### src/rtl/ysyx_25040111_icache_sa.sv
// Two-way set-associative instruction cache with per-set LRU, burst refill
// and a deferred fence.i flush. Storage arrays are not reset; only valid/LRU state is.
module ysyx_25040111_icache_sa #(
    parameter int SET_Ls   = 3,
    parameter int BLOCK_Ls = 4,
    parameter int WAYS     = 2
) (
    input  logic        clock,
    input  logic        reset,
    input  logic [31:0] addr,
    input  logic        valid,
    output logic        ready,
    output logic [31:0] data,
    input  logic        flush,
    output logic        rstart,
    output logic [31:0] raddr,
    output logic [7:0]  rlen,
    input  logic        rok,
    input  logic [31:0] rdata,
    output logic [31:0] hit_cnt,
    output logic [31:0] miss_cnt,
    output logic [1:0]  dbg_state
);

    localparam int SETS  = 1 << SET_Ls;
    localparam int WORDS = 1 << (BLOCK_Ls - 2);
    localparam int CNT_W = (BLOCK_Ls > 2) ? (BLOCK_Ls - 2) : 1;
    localparam int TAG_W = 32 - SET_Ls - BLOCK_Ls;
    localparam logic [CNT_W-1:0] LAST_BEAT = CNT_W'(WORDS - 1);

    typedef enum logic [1:0] {
        IDLE   = 2'd0,
        REFILL = 2'd1,
        RESP   = 2'd2
    } state_t;

    state_t state;

    // Only WAYS == 2 is supported: victim/LRU logic is a single bit per set.
    logic [31:0]      blocks [SETS][WAYS][WORDS];
    logic [TAG_W-1:0] tags   [SETS][WAYS];
    logic [WAYS-1:0]  valids [SETS];
    logic [SETS-1:0]  lru;

    logic [SET_Ls-1:0] req_set;
    logic [TAG_W-1:0]  req_tag;
    logic [CNT_W-1:0]  req_word;
    logic              victim;
    logic [CNT_W-1:0]  beat_cnt;
    logic [31:0]       captured;
    logic              flush_pending;

    logic [SET_Ls-1:0] cur_set;
    logic [TAG_W-1:0]  cur_tag;
    logic [CNT_W-1:0]  cur_word;
    logic              hit0;
    logic              hit1;
    logic              hit;
    logic              hit_way;
    logic [31:0]       hit_word;
    logic              victim_sel;

    assign cur_set  = SET_Ls'(addr >> BLOCK_Ls);
    assign cur_tag  = TAG_W'(addr >> (SET_Ls + BLOCK_Ls));
    assign cur_word = CNT_W'((addr >> 2) & 32'(WORDS - 1));

    assign rlen      = 8'(WORDS - 1);
    assign dbg_state = state;

    always_comb begin
        hit0     = valids[cur_set][0] && (tags[cur_set][0] == cur_tag);
        hit1     = valids[cur_set][1] && (tags[cur_set][1] == cur_tag);
        hit      = hit0 || hit1;
        hit_way  = hit1;
        hit_word = blocks[cur_set][hit_way][cur_word];
        if (!valids[cur_set][0]) begin
            victim_sel = 1'b0;
        end else if (!valids[cur_set][1]) begin
            victim_sel = 1'b1;
        end else begin
            victim_sel = lru[cur_set];
        end
    end

    // Handshake: valid is held until ready; the cycle in which ready is high
    // completes the request, so a still-high valid in that cycle is not a new fetch.
    always_ff @(posedge clock) begin
        if (reset) begin
            state         <= IDLE;
            ready         <= 1'b0;
            data          <= 32'd0;
            rstart        <= 1'b0;
            raddr         <= 32'd0;
            hit_cnt       <= 32'd0;
            miss_cnt      <= 32'd0;
            lru           <= '0;
            beat_cnt      <= '0;
            flush_pending <= 1'b0;
            req_set       <= '0;
            req_tag       <= '0;
            req_word      <= '0;
            victim        <= 1'b0;
            captured      <= 32'd0;
            for (int s = 0; s < SETS; s++) begin
                valids[s] <= '0;
            end
        end else begin
            ready  <= 1'b0;
            rstart <= 1'b0;
            case (state)
                IDLE: begin
                    if (flush || flush_pending) begin
                        for (int s = 0; s < SETS; s++) begin
                            valids[s] <= '0;
                        end
                        flush_pending <= 1'b0;
                    end else if (valid && !ready) begin
                        if (hit) begin
                            ready        <= 1'b1;
                            data         <= hit_word;
                            lru[cur_set] <= ~hit_way;
                            hit_cnt      <= hit_cnt + 32'd1;
                        end else begin
                            rstart   <= 1'b1;
                            raddr    <= addr & ~((32'd1 << BLOCK_Ls) - 32'd1);
                            req_set  <= cur_set;
                            req_tag  <= cur_tag;
                            req_word <= cur_word;
                            victim   <= victim_sel;
                            beat_cnt <= '0;
                            miss_cnt <= miss_cnt + 32'd1;
                            state    <= REFILL;
                        end
                    end
                end
                REFILL: begin
                    if (flush) begin
                        flush_pending <= 1'b1;
                    end
                    if (rok) begin
                        if (beat_cnt == req_word) begin
                            captured <= rdata;
                        end
                        if (beat_cnt == LAST_BEAT) begin
                            valids[req_set][victim] <= 1'b1;
                            lru[req_set]            <= ~victim;
                            ready                   <= 1'b1;
                            data                    <= (beat_cnt == req_word) ? rdata : captured;
                            beat_cnt                <= '0;
                            state                   <= RESP;
                        end else begin
                            beat_cnt <= beat_cnt + 1'b1;
                        end
                    end
                end
                RESP: begin
                    if (flush) begin
                        flush_pending <= 1'b1;
                    end
                    state <= IDLE;
                end
                default: state <= IDLE;
            endcase
        end
    end

    // Block and tag storage: written only by accepted refill beats.
    always_ff @(posedge clock) begin
        if (!reset && (state == REFILL) && rok) begin
            blocks[req_set][victim][beat_cnt] <= rdata;
            if (beat_cnt == LAST_BEAT) begin
                tags[req_set][victim] <= req_tag;
            end
        end
    end

endmodule

### config.mk
export PLATFORM = sky130hd
export DESIGN_NAME = ysyx_25040111_icache_sa
export DESIGN_NICKNAME = d
export VERILOG_FILES = /design/src/rtl/ysyx_25040111_icache_sa.sv
export SDC_FILE = /design/constraint.sdc
export NUM_CORES = 2
export LEC_CHECK = 0
export BUFFER_PORTS_ARGS = -buffer_cell sky130_fd_sc_hd__buf_2
export CORE_MARGIN = 1
export CORE_UTILIZATION = 65
export CTS_BUF_LIST = sky130_fd_sc_hd__clkbuf_8
export DETAILED_ROUTE_END_ITERATION = 7
export PLACE_DENSITY = 0.8
export REMOVE_ABC_BUFFERS = 1
export SETUP_SLACK_MARGIN = 0.4
export SLEW_MARGIN = 0
export SYNTH_ARGS = -nofsm -noshare
export SYNTH_HDL_FRONTEND = slang
export SYNTH_SLANG_ARGS = --single-unit
### constraint.sdc
create_clock -name clock -period 5.9 [get_ports clock]
set_clock_uncertainty 0.1 [all_clocks]
set_input_delay 1.18 -clock clock [delete_from_list [all_inputs] [get_ports clock]]
set_output_delay 1.18 -clock clock [all_outputs]
set_load 0.02 [all_outputs]
## After elaboration in Yosys (flattened, before gate mapping)

Memories as Yosys holds them, arrays and structs flattened.
Index checks and enable logic that the tools add are counted.
Widths: inputs -> output; s select.

- RAM bits: 2,464
- Logic and storage cells: 175
- Memories kept: 3
- Flip-flop bits (word level): 202
- Input port bits: 69

- Equality and inequality tests: 14
- Reductions and logical operators: 27
- Add/subtract/negate cells: 3
- Bitwise logic cells: 18
- Muxes and demuxes: 83
- Magnitude comparators: 12

Memory list:

| memory | words | bits a word | read ports | clocked after memory_dff | wr ports | line | RTL |
|---|---|---|---|---|---|---|---|
| blocks | 8 | 256 | 1 | 0 | 1 | 40 | `logic [31:0] blocks [SETS][WAYS][WORDS];` |
| tags | 8 | 50 | 1 | 0 | 1 | 41 | `logic [TAG_W-1:0] tags [SETS][WAYS];` |
| valids | 8 | 2 | 1 | 0 | 8 | 42 | `logic [WAYS-1:0] valids [SETS];` |

Operator list:

| operator | count |
|---|---|
| $mux 128 | 4 |
| $mux 32 | 9 |
| $mux 256 | 1 |
| $demux 128 s1 | 1 |
| $add 32x1->32 const B | 2 |
| $bmux 32 s2 | 1 |
| $demux 32 s2 | 1 |
| $pmux 32 s2 | 1 |
| $eq 25x25->1 | 2 |
| $mux 50 | 1 |
| $mux 2 | 21 |
| $mux 8 | 5 |
| $demux 25 s1 | 1 |
| $mux 25 | 1 |
| $mux 1 | 24 |
| $bwmux 8 | 2 |
| $pmux 8 s2 | 1 |
| $ne 2x2->1 const B | 7 |
| $logic_and 1x1->1 | 10 |
| $reduce_and 5->1 | 2 |
| $lt 3x4->1 const B | 2 |
| $or 1x1->1 | 8 |
| $pmux 2 s2 | 2 |
| $reduce_and 4->1 | 2 |
| other kinds (29) | 46 |

## Logic depth before layout (Yosys ltp)

An unclocked memory read counts as a cell.

- Depth in word-level cells: 14
- Depth in mapped cells: 19

## Worst setup path before layout

No wires, ideal clock.

- Path kind: input to register
- From: in addr[5]
- To: reg data[25]
- Slack: 1.312 ns
- Arrival: 4.370 ns
- Stages on the path: 15
- Setup time: 0.117 ns
- Cells stage by stage: buf_2 -> buf_4 -> buf_2 -> buf_2 -> mux4_2 -> mux2i_1 -> xor2_1 -> nand3_1 -> nor4_1 -> nand4_2 -> buf_6 -> nand4b_1 -> a31o_1 -> or4b_1 -> a32o_1

- Longest elaborated chain between the ends: 14
- Elaborated cells on any way between the ends: 21
- Those cells by class: 3 x eq/ne; 10 x mux; 1 x bitwise; 4 x reduce/logical; 3 x memory

RTL lines:

| item | line | RTL |
|---|---|---|
| from (decl) | 10 | `input logic [31:0] addr,` |
| $mem_v2 8x50 | n/a |  |
| $eq 25x25->1 | 72 | `hit1 = valids[cur_set][1] && (tags[cur_set][1] == cur_tag);` |
| $logic_and 1x1->1 | 72 |  |
| $not 1->2 (not written as such) | 75 | `hit_word = blocks[cur_set][hit_way][cur_word];` |
| $mux 128 (not written as such) (3 in series) | 75 |  |
| $bmux 32 s2 | 75 |  |
| $mux 32 (not written as such) (2 in series) | 75 |  |
| $mux 32 | 118 | `if (hit) begin` |
| $mux 32 | 117 | `end else if (valid && !ready) begin` |
| $mux 32 | 112 | `if (flush \|\| flush_pending) begin` |
| $pmux 32 s2 | 110 | `case (state)` |
| to (signal assigned) | 120 | `data <= hit_word;` |
| to (signal assigned) | 148 | `data <= (beat_cnt == req_word) ? rdata : captured;` |
| to (decl) | 13 | `output logic [31:0] data,` |

Several ways; a longest one is shown, not always the timed one. The select of a mux whose other input is x is not followed.
A chain may end at the register's enable or synchronous reset.

## Worst setup path in the final report

- From: in addr[4]
- To: reg data[25]

The elaborated chain is that of the path after synthesis.

==> out/metrics.cfg <==
[outcome]
status=complete, but fails checks
violations=design-rule violations

[critical_path]
r2r_start=tags[2][3]
crit_type=in2reg
reg2reg_to=data[25]
rrSetupSlack_ns=1.17
critical_path_required_ns=6.74
path_max_fanout=32
endpoint_kind=flip-flop
start_kind=input port
ff2ff_path_depth=11
worstPathArrival_ns=5.87

[global_route]
grt_max_degree=105
grt_pass1_vias=60900
antenna_found_initial=12
grt_usage_pct=38.4
overflow=0
grt_pass1_wl_um=423000

[placed_design]
port-buffer-count=194
dp_hpwl_um=167000
gp_congestion=0.904
dp_slack_ns=-0.0265

[power]
ir_worst_vdd_mv=0.256
power_density_nw_per_um2=326
p_leak_nw=37.2
power_mw=36.6

[min_path]
min_to=req_tag[20]
hold_start=addr[27]
worst_hold_path.num_cells=3
hp-class=in2reg

[sta]
relSlewSlack_pct=6.44
slew_viol_final=0
hold_slack_ns=0.308
post-route-period-util_pct=85.3
setup_viol=0
setup_ws_ns=0.869
timing.fmax_mhz=199
finalHoldViolations=0
fin_crit_ns=5.03
worst_pin_slew_ns=1.39
rsz0062_at_grt=false

[die]
dieWidth_um=394
rows=143
die_h_um=394
core_um2=152000
die-area_um2=155000
start_util_pct=65.5
pin_count=209

[detailed_routing]
first_iter_violations=10600
wl_per_cell_um=34.4
vias=62900
viasPerCell=7.23
dr.pass1.iters=8
post-route-drc-count=15
antenna_left=0
wirelength_um=300000

[clock_network]
cts_resized=0
cts_root_buffer=clkbuf_8
holdBufCountCts=0
clk_pin_slew_ns=0.06
clockBufferDepth=4
cts_buffers=410
htreeDepth=5
clkLatencyLatePin_ns=1.07
cts_num_sinks=2638
cts_setup_buffers=0
cts_tree=built

[layout]
multi_input_area_um2=21200
regArea_um2=77300
fin_nets=6433
nFillCells=8510
drive_above_1_share_pct=18.7
syn2layout_area_growth_pct=12.6

[synthesis]
synth_cell_types=83
ys_ff_latch=2638
synth_area_um2=99600
synthTopCellsByCount=edfxtp_1, a22oi_1, nor2_1
ys_seq_area_share_pct=77.6
yosysMostFrequentCell=edfxtp_1
avgSynthCellArea_um2=17.0
synth_edf_count=2448
synth_largest_area_cell=edfxtp_1
yosys_warnings=0
synthDominantCellAreaShare_pct=73.8
synth.top_cells.by_area=edfxtp_1, a22oi_1, dfxtp_1, mux2i_1, a221oi_1
async_flop_share_pct=0
yosys_most_used_dff=edfxtp_1
postSynthCellCount=5864

[job]
maxCapViolCount=0

-- per-layer routing --
| metal | wire (um) | GRT usage [%] | up-vias |
|---|---|---|---|
| met5 | 74 | 0 | - |
| met4 | 19600 | 22.0 | 10 |
| met3 | 49000 | 12.2 | 1192 |
| met2 | 134000 | 56.8 | 6215 |
| met1 | 97400 | 50.6 | 30500 |
| li1 | - | - | 25000 |
-- logic make-up (layout without fill, tap and decap cells) --
kind of cell / after synthesis / in the layout / synth area share [%]
muxes: 360 / 360 / 4.50
DFF: 2638 / 2638 / 77.6
adders and majority gates: 9 / 9 / 0.113
AOI/OAI and AO/OA: 1435 / 1435 / 10.8
xor gates and xnor gates: 83 / 83 / 0.730
and+or+nand+nor: 894 / 894 / 4.36
other: 2 / 17 / 0.00754
buffers and inverters: 443 / 1243 / 1.90
-- how the worst max path moves through the flow --
stage          startpoint            to  slack [ns]  depth (start not counted)
2_1_floorplan     addr[4]  miss_cnt[23]      -13.44                          9
5_1_grt           addr[4]       data[1]        0.82                         13
3_3_place_gp      addr[4]       data[2]        0.07                         13
6_report          addr[4]      data[25]        0.87                         13
4_1_cts           addr[4]      data[25]        1.03                         13
3_5_place_dp      addr[4]      data[25]       -0.03                         13
-- flip-flops by register name, summed over array words and instances (netlist names), 2 cells and up --
name,cells
blocks,2048
tags,400
captured,32
data,32
hit_cnt,32
miss_cnt,32
req_tag,25
valids,16
lru,8
beat_cnt,2
dbg_state,2
req_set,2
req_word,2
-- per-stage QoR --
stage          setup TNS [ns]  cells  cell area, um2  utilization (%)
2_1_floorplan        -1767.86   5459           97900                -
5_1_grt                     0   8706          112000             73.8
6_report                    0   8709          112000             73.8
4_1_cts                     0   8704          112000             73.8
3_5_place_dp           -0.150   7973          105000             68.9
3_3_place_gp                0   7973          105000             68.9
-- worst max-delay path, stage by stage --
cell	delay, ns
buf_8	0.18
buf_12	0.30
mux4_2	0.54
mux2i_1	0.24
xor2_1	0.29
nand2_1	0.12
nor4_1	0.50
nand4_4	0.45
buf_4	0.34
a21oi_4	0.17
o21bai_4	0.30
and2_1	0.72
a32o_1	0.42
-- power by group --
part / switching (mW) / internal, mW / leakage, nW
clock: 6.96 / 7.07 / 4.30
sequential: 0.0682 / 20.5 / 23.6
combinational: 1.44 / 0.569 / 9.23
total: 8.47 / 28.1 / 37.2
-- layout by cell type, fill, tap and decap left out, types with 96 or more instances in the layout --
cell         n
edfxtp_1  2448
dfxtp_1    190
mux2i_1    218
nor2_1     191
nand4_1    136
a221oi_1   225
clkbuf_8   436
a22oi_1    527
clkinv_1    96
buf_2      190
nand2_1    224
buf_4      253
inv_1      157
a22o_1     144
a21oi_1    184
-- cell type report --
cell class / count / area share (%)
Antenna cell: 5 / 0.0112
Clock buffer: 436 / 5.35
Clock inverter: 295 / 1.24
Inverter: 28 / 0.0948
Multi-Input combinational cell: 2793 / 18.9
Sequential cell: 2638 / 68.9
Tap cell: 2030 / 2.26
Timing Repair Buffer: 484 / 3.25
No activity file was read; power rests on OpenSTA's default activity.
